`config.mk`:
```
export PLATFORM = sky130hd
export DESIGN_NAME = calc_result_accum
export DESIGN_NICKNAME = d
export VERILOG_FILES = /design/src/rtl/calc_result_accum.sv
export SDC_FILE = /design/constraint.sdc
export NUM_CORES = 1
export LEC_CHECK = 0
export BUFFER_PORTS_ARGS = -buffer_cell sky130_fd_sc_hd__buf_2
export CAP_MARGIN = 20
export CORE_UTILIZATION = 57
export CTS_CLUSTER_SIZE = 20
export DETAILED_ROUTE_END_ITERATION = 12
export PLACE_DENSITY = 0.77
export SLEW_MARGIN = 20
export SYNTH_ARGS = -nofsm -noshare
export SYNTH_HDL_FRONTEND = slang
export SYNTH_SLANG_ARGS = --single-unit
```
`constraint.sdc`:
```
create_clock -name clk -period 6.6 [get_ports clk]
set_input_delay 1.32 -clock clk [delete_from_list [all_inputs] [get_ports clk]]
set_output_delay 1.32 -clock clk [all_outputs]
set_load 0.05 [all_outputs]
```
`src/rtl/calc_result_accum.sv`:
```
// ---------------------------------------------------------------------------
// calc_result_accum
//   Consumes 9-bit results from the multiplier stage and buffers them in a
//   small FIFO. It sums each run of GROUP consecutive results and tracks the
//   maximum of that run. The group total and maximum are presented on a
//   valid/ready output. The producer cannot be stalled, so a full FIFO drops
//   the incoming sample and raises a sticky overflow flag.
//
// Ports
//   clk        rising-edge clock
//   rst        asynchronous, active-high reset
//   clr        synchronous flush of FIFO, accumulator, overflow and FSM
//   c          incoming result
//   c_valid    c carries a new result this cycle
//   out_sum    sum of the GROUP results of the finished group
//   out_max    largest (unsigned) result of that group
//   out_valid  out_sum/out_max are valid
//   out_ready  consumer accepts on out_valid && out_ready
//   fifo_level current FIFO occupancy (0..FIFO_DEPTH)
//   overflow   sticky: a valid sample was dropped
//
// Handshake: a group result transfers on the rising edge where out_valid and
// out_ready are both high. out_valid, out_sum and out_max stay stable until
// that edge, and out_valid never depends on out_ready.
// ---------------------------------------------------------------------------
module calc_result_accum #(
  parameter int DATA_W     = 9,
  parameter int FIFO_DEPTH = 4,
  parameter int GROUP      = 4
) (
  input  logic                              clk,
  input  logic                              rst,
  input  logic                              clr,
  input  logic [DATA_W-1:0]                 c,
  input  logic                              c_valid,
  output logic [DATA_W+$clog2(GROUP)-1:0]   out_sum,
  output logic [DATA_W-1:0]                 out_max,
  output logic                              out_valid,
  input  logic                              out_ready,
  output logic [$clog2(FIFO_DEPTH):0]       fifo_level,
  output logic                              overflow
);

  localparam int SUM_W = DATA_W + $clog2(GROUP);
  localparam int PTR_W = $clog2(FIFO_DEPTH);
  localparam int LVL_W = $clog2(FIFO_DEPTH) + 1;
  localparam int CNT_W = $clog2(GROUP);

  typedef enum logic {
    ACC  = 1'b0,
    DONE = 1'b1
  } state_t;

  state_t state, state_next;

  logic [DATA_W-1:0] mem [FIFO_DEPTH];
  logic [PTR_W-1:0]  wr_ptr, rd_ptr;
  logic [SUM_W-1:0]  sum, sum_next;
  logic [DATA_W-1:0] max_val, max_next;
  logic [CNT_W-1:0]  count;
  logic [DATA_W-1:0] head;
  logic              full, empty, pop, push, drop, last_pop, handshake;

  assign head  = mem[rd_ptr];
  assign full  = (fifo_level == LVL_W'(FIFO_DEPTH));
  assign empty = (fifo_level == '0);

  // clr overrides everything, so it masks every update strobe.
  assign pop       = (state == ACC) && !empty && !clr;
  // A pop on the same edge frees a slot, so a full FIFO can still accept.
  assign push      = c_valid && (!full || pop) && !clr;
  assign drop      = c_valid && full && !pop && !clr;
  assign last_pop  = pop && (count == CNT_W'(GROUP - 1));
  assign handshake = (state == DONE) && out_valid && out_ready && !clr;

  assign sum_next = sum + SUM_W'(head);
  assign max_next = (head > max_val) ? head : max_val;

  // FSM state register
  always_ff @(posedge clk or posedge rst) begin
    if (rst) state <= ACC;
    else     state <= state_next;
  end

  // FSM next state
  always_comb begin
    state_next = state;
    if (clr) begin
      state_next = ACC;
    end else begin
      case (state)
        ACC:     if (last_pop)  state_next = DONE;
        DONE:    if (handshake) state_next = ACC;
        default: state_next = ACC;
      endcase
    end
  end

  // FIFO storage: contents need no reset, the pointers and level guard them.
  always_ff @(posedge clk) begin
    if (push) mem[wr_ptr] <= c;
  end

  // Pointers, level, accumulator and output registers
  always_ff @(posedge clk or posedge rst) begin
    if (rst) begin
      wr_ptr     <= '0;
      rd_ptr     <= '0;
      fifo_level <= '0;
      sum        <= '0;
      max_val    <= '0;
      count      <= '0;
      out_sum    <= '0;
      out_max    <= '0;
      out_valid  <= 1'b0;
      overflow   <= 1'b0;
    end else if (clr) begin
      wr_ptr     <= '0;
      rd_ptr     <= '0;
      fifo_level <= '0;
      sum        <= '0;
      max_val    <= '0;
      count      <= '0;
      out_sum    <= '0;
      out_max    <= '0;
      out_valid  <= 1'b0;
      overflow   <= 1'b0;
    end else begin
      if (push) wr_ptr <= wr_ptr + PTR_W'(1);

      if (pop) begin
        rd_ptr <= rd_ptr + PTR_W'(1);
        if (last_pop) begin
          // Publish the completed group and start the next one from zero.
          out_sum   <= sum_next;
          out_max   <= max_next;
          out_valid <= 1'b1;
          sum       <= '0;
          max_val   <= '0;
          count     <= '0;
        end else begin
          sum     <= sum_next;
          max_val <= max_next;
          count   <= count + CNT_W'(1);
        end
      end

      if (handshake) out_valid <= 1'b0;
      if (drop)      overflow  <= 1'b1;

      case ({push, pop})
        2'b10:   fifo_level <= fifo_level + LVL_W'(1);
        2'b01:   fifo_level <= fifo_level - LVL_W'(1);
        default: fifo_level <= fifo_level;
      endcase
    end
  end

endmodule

```
Yosys cells after proc, flatten, opt, wreduce, memory -nomap -nowiden:

Memories as Yosys holds them, arrays and structs flattened.
Cells that the tools add are included.

* flip-flop bits (word level): 52
* latch bits: 0
* bits in writable memories: 36
* bits in read-only memories: 0
* input port bits: 14
* output and inout bits: 25
* memories: 1

Memory list
* mem: words 4, bits a word 9, rd ports 1, clocked after Yosys merged registers in 0, wr ports 1, line 56 `logic [DATA_W-1:0] mem [FIFO_DEPTH];`

* $add $sub $neg: 6
* multiply operators: 0
* div/mod/pow operators: 0
* order comparisons: 1
* equal/unequal tests: 4
* shifts and indexed selects: 0
* mux-type cells: 34
* bitwise logic cells: 1
* reduce and logical (&&, ||, !) cells: 26

Operators by type and width (count)
* $mux W11: 6
* $mux W9: 7
* $mux W2: 7
* $add A11 B9 Y11: 1
* $logic_and A1 B1 Y1: 11
* $mux W1: 11
* $gt A9 B9 Y1: 1
* $reduce_bool A3 Y1: 3
* $reduce_bool A2 Y1: 4
* $add A2 B1 Y2 const B: 3
* $pmux W3 S2: 1
* $eq A2 B2 Y1 const B: 2
* $logic_not A1 Y1: 4
* $reduce_and A2 Y1: 2
* $add A3 B1 Y3 const B: 1
* $eq A3 B3 Y1 const B: 1
* $logic_not A3 Y1: 1
* $mux W3: 1
* $sub A3 B1 Y3 const B: 1
* $eq A2 B1 Y1 const B: 1
* $pmux W1 S2: 1
* $logic_or A1 B1 Y1: 1
* $not A1 Y1: 1

Logic depth before layout (Yosys ltp):

* depth in word-level cells: 10
* depth in mapped cells: 11

Least setup slack after synthesis:

Ideal clock, no wire load.

* kind: input to register
* from: in clr
* to: reg fifo_level[2]
* library setup time: 0.137 ns
* data arrival time: 2.889 ns
* required time: 6.463 ns
* setup slack: 3.574 ns
* stages on the path: 7
* cell sequence: buf_2 > clkbuf_1 > nor3_1 > fa_1 > or3_1 > a32oi_1 > a21oi_1

* cells in the longest elaborated chain, start to end: 8
* elaborated cells on any way between the ends: 10

Ends and longest elaborated chain
* start: declaration: line 33 `input logic clr,`
* $logic_not A1 Y1: line 69, 71
* $logic_and A1 B1 Y1: line 69 `assign pop = (state == ACC) && !empty && !clr;`
* $logic_or A1 B1 Y1: line 71 `assign push = c_valid && (!full || pop) && !clr;`
* $logic_and A1 B1 Y1 (2 in series): line 71
* $eq A2 B1 Y1 or $eq A2 B2 Y1 (tied branches): line 151 `case ({push, pop})`
* $pmux W3 S2: line 151
* $mux W3: line 117 `end else if (clr) begin`
* end signal: assignment: line 152 `2'b10: fifo_level <= fifo_level + LVL_W'(1);`
* end signal: assignment: line 153 `2'b01: fifo_level <= fifo_level - LVL_W'(1);`
* end signal: assignment: line 154 `default: fifo_level <= fifo_level;`
* end: declaration: line 40 `output logic [$clog2(FIFO_DEPTH):0] fifo_level,`

Parallel ways exist; a longest one is shown, timed or not.
A chain may end at the register's enable or synchronous reset.

Final worst setup path:

* from: reg rd_ptr[0]
* to: reg max_val[1]

* cells in the longest elaborated chain, start to end: 6

Ends and longest elaborated chain
* start: declaration: line 57 `logic [PTR_W-1:0] wr_ptr, rd_ptr;`
* start signal: assignment: line 132 `rd_ptr <= rd_ptr + PTR_W'(1);`
* $mem_v2 Z4 W9 (*)
* $gt A9 B9 Y1: line 77 `assign max_next = (head > max_val) ? head : max_val;`
* $mux W9 (*): line 77
* $mux W9 (*): line 133 `if (last_pop) begin`
* $mux W9 (*): line 131 `if (pop) begin`
* $mux W9 (*): line 117
* end signal: assignment: line 143 `max_val <= max_next;`
* end: declaration: line 59 `logic [DATA_W-1:0] max_val, max_next;`

Every way passes the cells marked *; elsewhere a longest branch is shown, timed or not. The select of a mux whose other input is x is not followed.

==> impl_metrics.tcl <==
set metrics [dict create \
    cts_buffer_depth 2 \
    numPlacedInstances 513 \
    post_cts_buffers 0 \
    vias 3201 \
    setup_tns_ns 0 \
    power.share.sequential_pct 38.3 \
    cp_data_arrival_time_ns 3.81 \
    worstMarginPinSlew_ns 1.02 \
    cp-end-kind "register" \
    rsz0062_at_grt "no" \
    switchingPower_uw 849 \
    hpwl_um 6600 \
    netlist.area_leader.share_pct 28.7 \
    critPathSlowestCell "dfrtp_1" \
    worst_ep_required_time_ns 6.86 \
    yosysSeqAreaShare_pct 52.6 \
    slew-limit-headroom_pct 31.7 \
    dr.pass1.iters 5 \
    io_pins 39 \
    p_comb_share_pct 43.0 \
    max_freq_mhz 282 \
    rows 32 \
    setup.worst_path.class "reg2reg" \
    crit_buf_inv 0 \
    cp_num_cells 7 \
    numCtsBuffers 9 \
    fin_nets 461 \
    crit_fanout 20 \
    ys_seq_elements 88 \
    overflow 0 \
    period_share_pct 53.8 \
    synth.avg_cell_area_um2 11.5 \
    powerDensity_nw_per_um2 398 \
    core_um2 7690 \
    postRouteWirelength_um 9370 \
    clockPowerShare_pct 18.7 \
    cap_violations 0 \
    holdCritPathClass "reg2reg" \
    synth_ff_type "dfrtp_1" \
    path_clk_slew_ns 0.09 \
    die_area_um2 8300 \
    hold_viol 0 \
    async_flop_share_pct 59.1 \
    setup_viol 0 \
    drive_above_1_share_pct 17.6 \
    yosysWarnings 0 \
    insertedDiodeCount 0 \
    final_util_pct 64.3 \
    antenna_found_initial 0 \
    cts_tree "yes" \
    slew_violations 0 \
    syn-cell-area_um2 4530 \
    min_path_cells 2 \
    setup_ws_ns 3.05 \
    power.leakage_nw 2.09 \
    io_buffers 38 \
    worstPathCellList "mux4_2 > ha_1 > nand2_1 > o41ai_1 > a21oi_2 > or3_1 > a32o_1" \
    dieWidth_um 91.1 \
    area_growth_pct 9.15 \
    first_global_vias 3124 \
    synth-edff-count 36 \
    intPower_mw 1.12 \
    reg2regPathDepth 7 \
    startpoint_type "register" \
    post-route-cell-area_um2 4940 \
    drtAntennaViolNets 0 \
    start_util_pct 58.9 \
    yosys.area.top_type "dfrtp_1" \
    fillCellCount 628 \
    post_drt_wl_per_cell_um 17.7 \
    final_cell_count_no_fill 529 \
    outcome "complete, no violations" \
    ir_drop_mv 0.294 \
    cpPeakStageDelay_ns 0.76 \
    yosysUniqueCellTypes 54 \
    holdBufCountCts 0 \
    viasPerCell 6.05 \
    grt_start_max_net_pins 53 \
    fin_crit_ns 3.55 \
    cts.sink_count 88 \
    critPathTopFamily "compound AO/OA/AOI/OAI gates" \
    post_cts_resized 0 \
    synth_fp_nets 434 \
    die_y_um 91.1 \
    switching_share_pct 43.2 \
    dpl_worst_slack_ns 2.89 \
    ys_top_cells_by_area "dfrtp_1 29%, edfxtp_1 24%, ha_1 6.4%" \
    clk_latency_ns 0.37 \
    gp_congestion 0.881 \
    drtIter0Drc 184 \
    cts_max_level 3 \
    synthCells 395 \
    fin_skew_ns 0.00673 \
    track_usage_pct 24.1 \
    layout_commonest_cell "dfrtp_1" \
    placed_area_um2 4740 \
    clockRootBuffer "clkbuf_8" \
    grt_first_pass_wirelength_um 15400 \
    drc_errors 0 \
    final_cell_mix "52 x dfrtp_1, 38 x buf_2, 36 x edfxtp_1" \
]
[cells in the mapped netlist (2+ instances only)]
cell type	n
xor2_1	2
nand3_1	28
nand2b_1	9
mux2i_1	7
o21ai_0	13
nand2_1	28
o21a_1	4
ha_1	23
a32o_1	9
nor3_1	3
buf_2	17
nor2_2	2
a21o_1	4
a21oi_1	17
fa_1	2
nor2b_1	3
o31a_1	2
nor2_1	30
a22o_1	4
xnor2_1	5
a211oi_1	3
and2_1	6
inv_1	17
clkbuf_1	4
a211o_1	2
or3_1	13
or4_1	4
mux4_2	9
a22oi_1	3
a311oi_1	2
a32oi_1	10
o31ai_1	2
edfxtp_1	36
dfrtp_1	52
[worst min-delay path: stages, from the launching register on]
cell     delay (ns)
dfrtp_1        0.35
nand2_1        0.05
o31ai_1        0.06
[layer usage]
metal / up-vias / wire, um / share of wire (%) / GRT usage [%]
met5: - / 0 / 0 / 0
met4: 0 / 263 / 2.8 / 12.4
met3: 17 / 405 / 4.3 / 3.77
met2: 87 / 4510 / 48 / 38.3
met1: 1570 / 4190 / 45 / 32.3
li1: 1527 / - / - / -
[registers in the layout, indices dropped and copies added, names as in the netlist, 2 cells and up]
register    flops
mem            36
out_sum        11
sum            11
max_val         9
out_max         9
fifo_level      3
count           2
rd_ptr          2
wr_ptr          2
[final timing paths]
path,slack (ns),to,startpoint
max in group asynchronous,4.94,rd_ptr[0]$_DFFE_PP0P_,rst
worst max register to register,3.05,max_val[1]$_DFFE_PP0P_,rd_ptr[0]$_DFFE_PP0P_
worst min-delay path,0.49,out_sum[8]$_DFFE_PP0P_,out_sum[8]$_DFFE_PP0P_
worst min register to register,0.49,out_sum[8]$_DFFE_PP0P_,out_sum[8]$_DFFE_PP0P_
worst max-delay path,3.05,max_val[1]$_DFFE_PP0P_,rd_ptr[0]$_DFFE_PP0P_
min in group asynchronous,1.12,out_sum[2]$_DFFE_PP0P_,rst
[power by group through the flow]
stage	combinational [mW]	clock (mW)	sequential (mW)
5_1_grt	0.936	0.396	0.764
4_1_cts	0.840	0.378	0.752
6_report	0.844	0.367	0.754
2_1_floorplan	0.653	0	0.758
3_3_place_gp	0.791	0	0.758
3_5_place_dp	0.832	0	0.762
[through the flow]
step | total power [mW] | hold WS, ns
after detailed placement | 1.59 | 0.476
after global routing | 2.10 | 0.524
after global placement | 1.55 | 0.476
final | 1.97 | 0.490
after CTS | 1.97 | 0.499
after floorplan | 1.41 | 0.455
[logic make-up (layout without fill, tap and decap cells)]
| logic type | count (synthesis) | in the layout | share of synthesized area, % |
|---|---|---|---|
| AO/OA/AOI/OAI | 83 | 83 | 13.5 |
| XOR/XNOR | 7 | 7 | 1.35 |
| adder cells (fa/ha/maj) | 25 | 25 | 7.24 |
| buffers and inverters | 39 | 71 | 3.79 |
| flip-flops | 88 | 88 | 52.6 |
| multiplexers | 16 | 16 | 6.03 |
| AND/OR/NAND/NOR | 137 | 137 | 15.5 |
[cell type report]
cell class	count	area (um2)	share of cell area (%)
Clock inverter	7	71.3	1.44
Multi-Input combinational cell	268	1980	40.1
Sequential cell	88	2380	48.2
Tap cell	102	128	2.58
Clock buffer	9	124	2.51
Inverter	17	65.1	1.32
Timing Repair Buffer	38	190	3.85
Note: power is estimated with default switching activity, not from simulation.
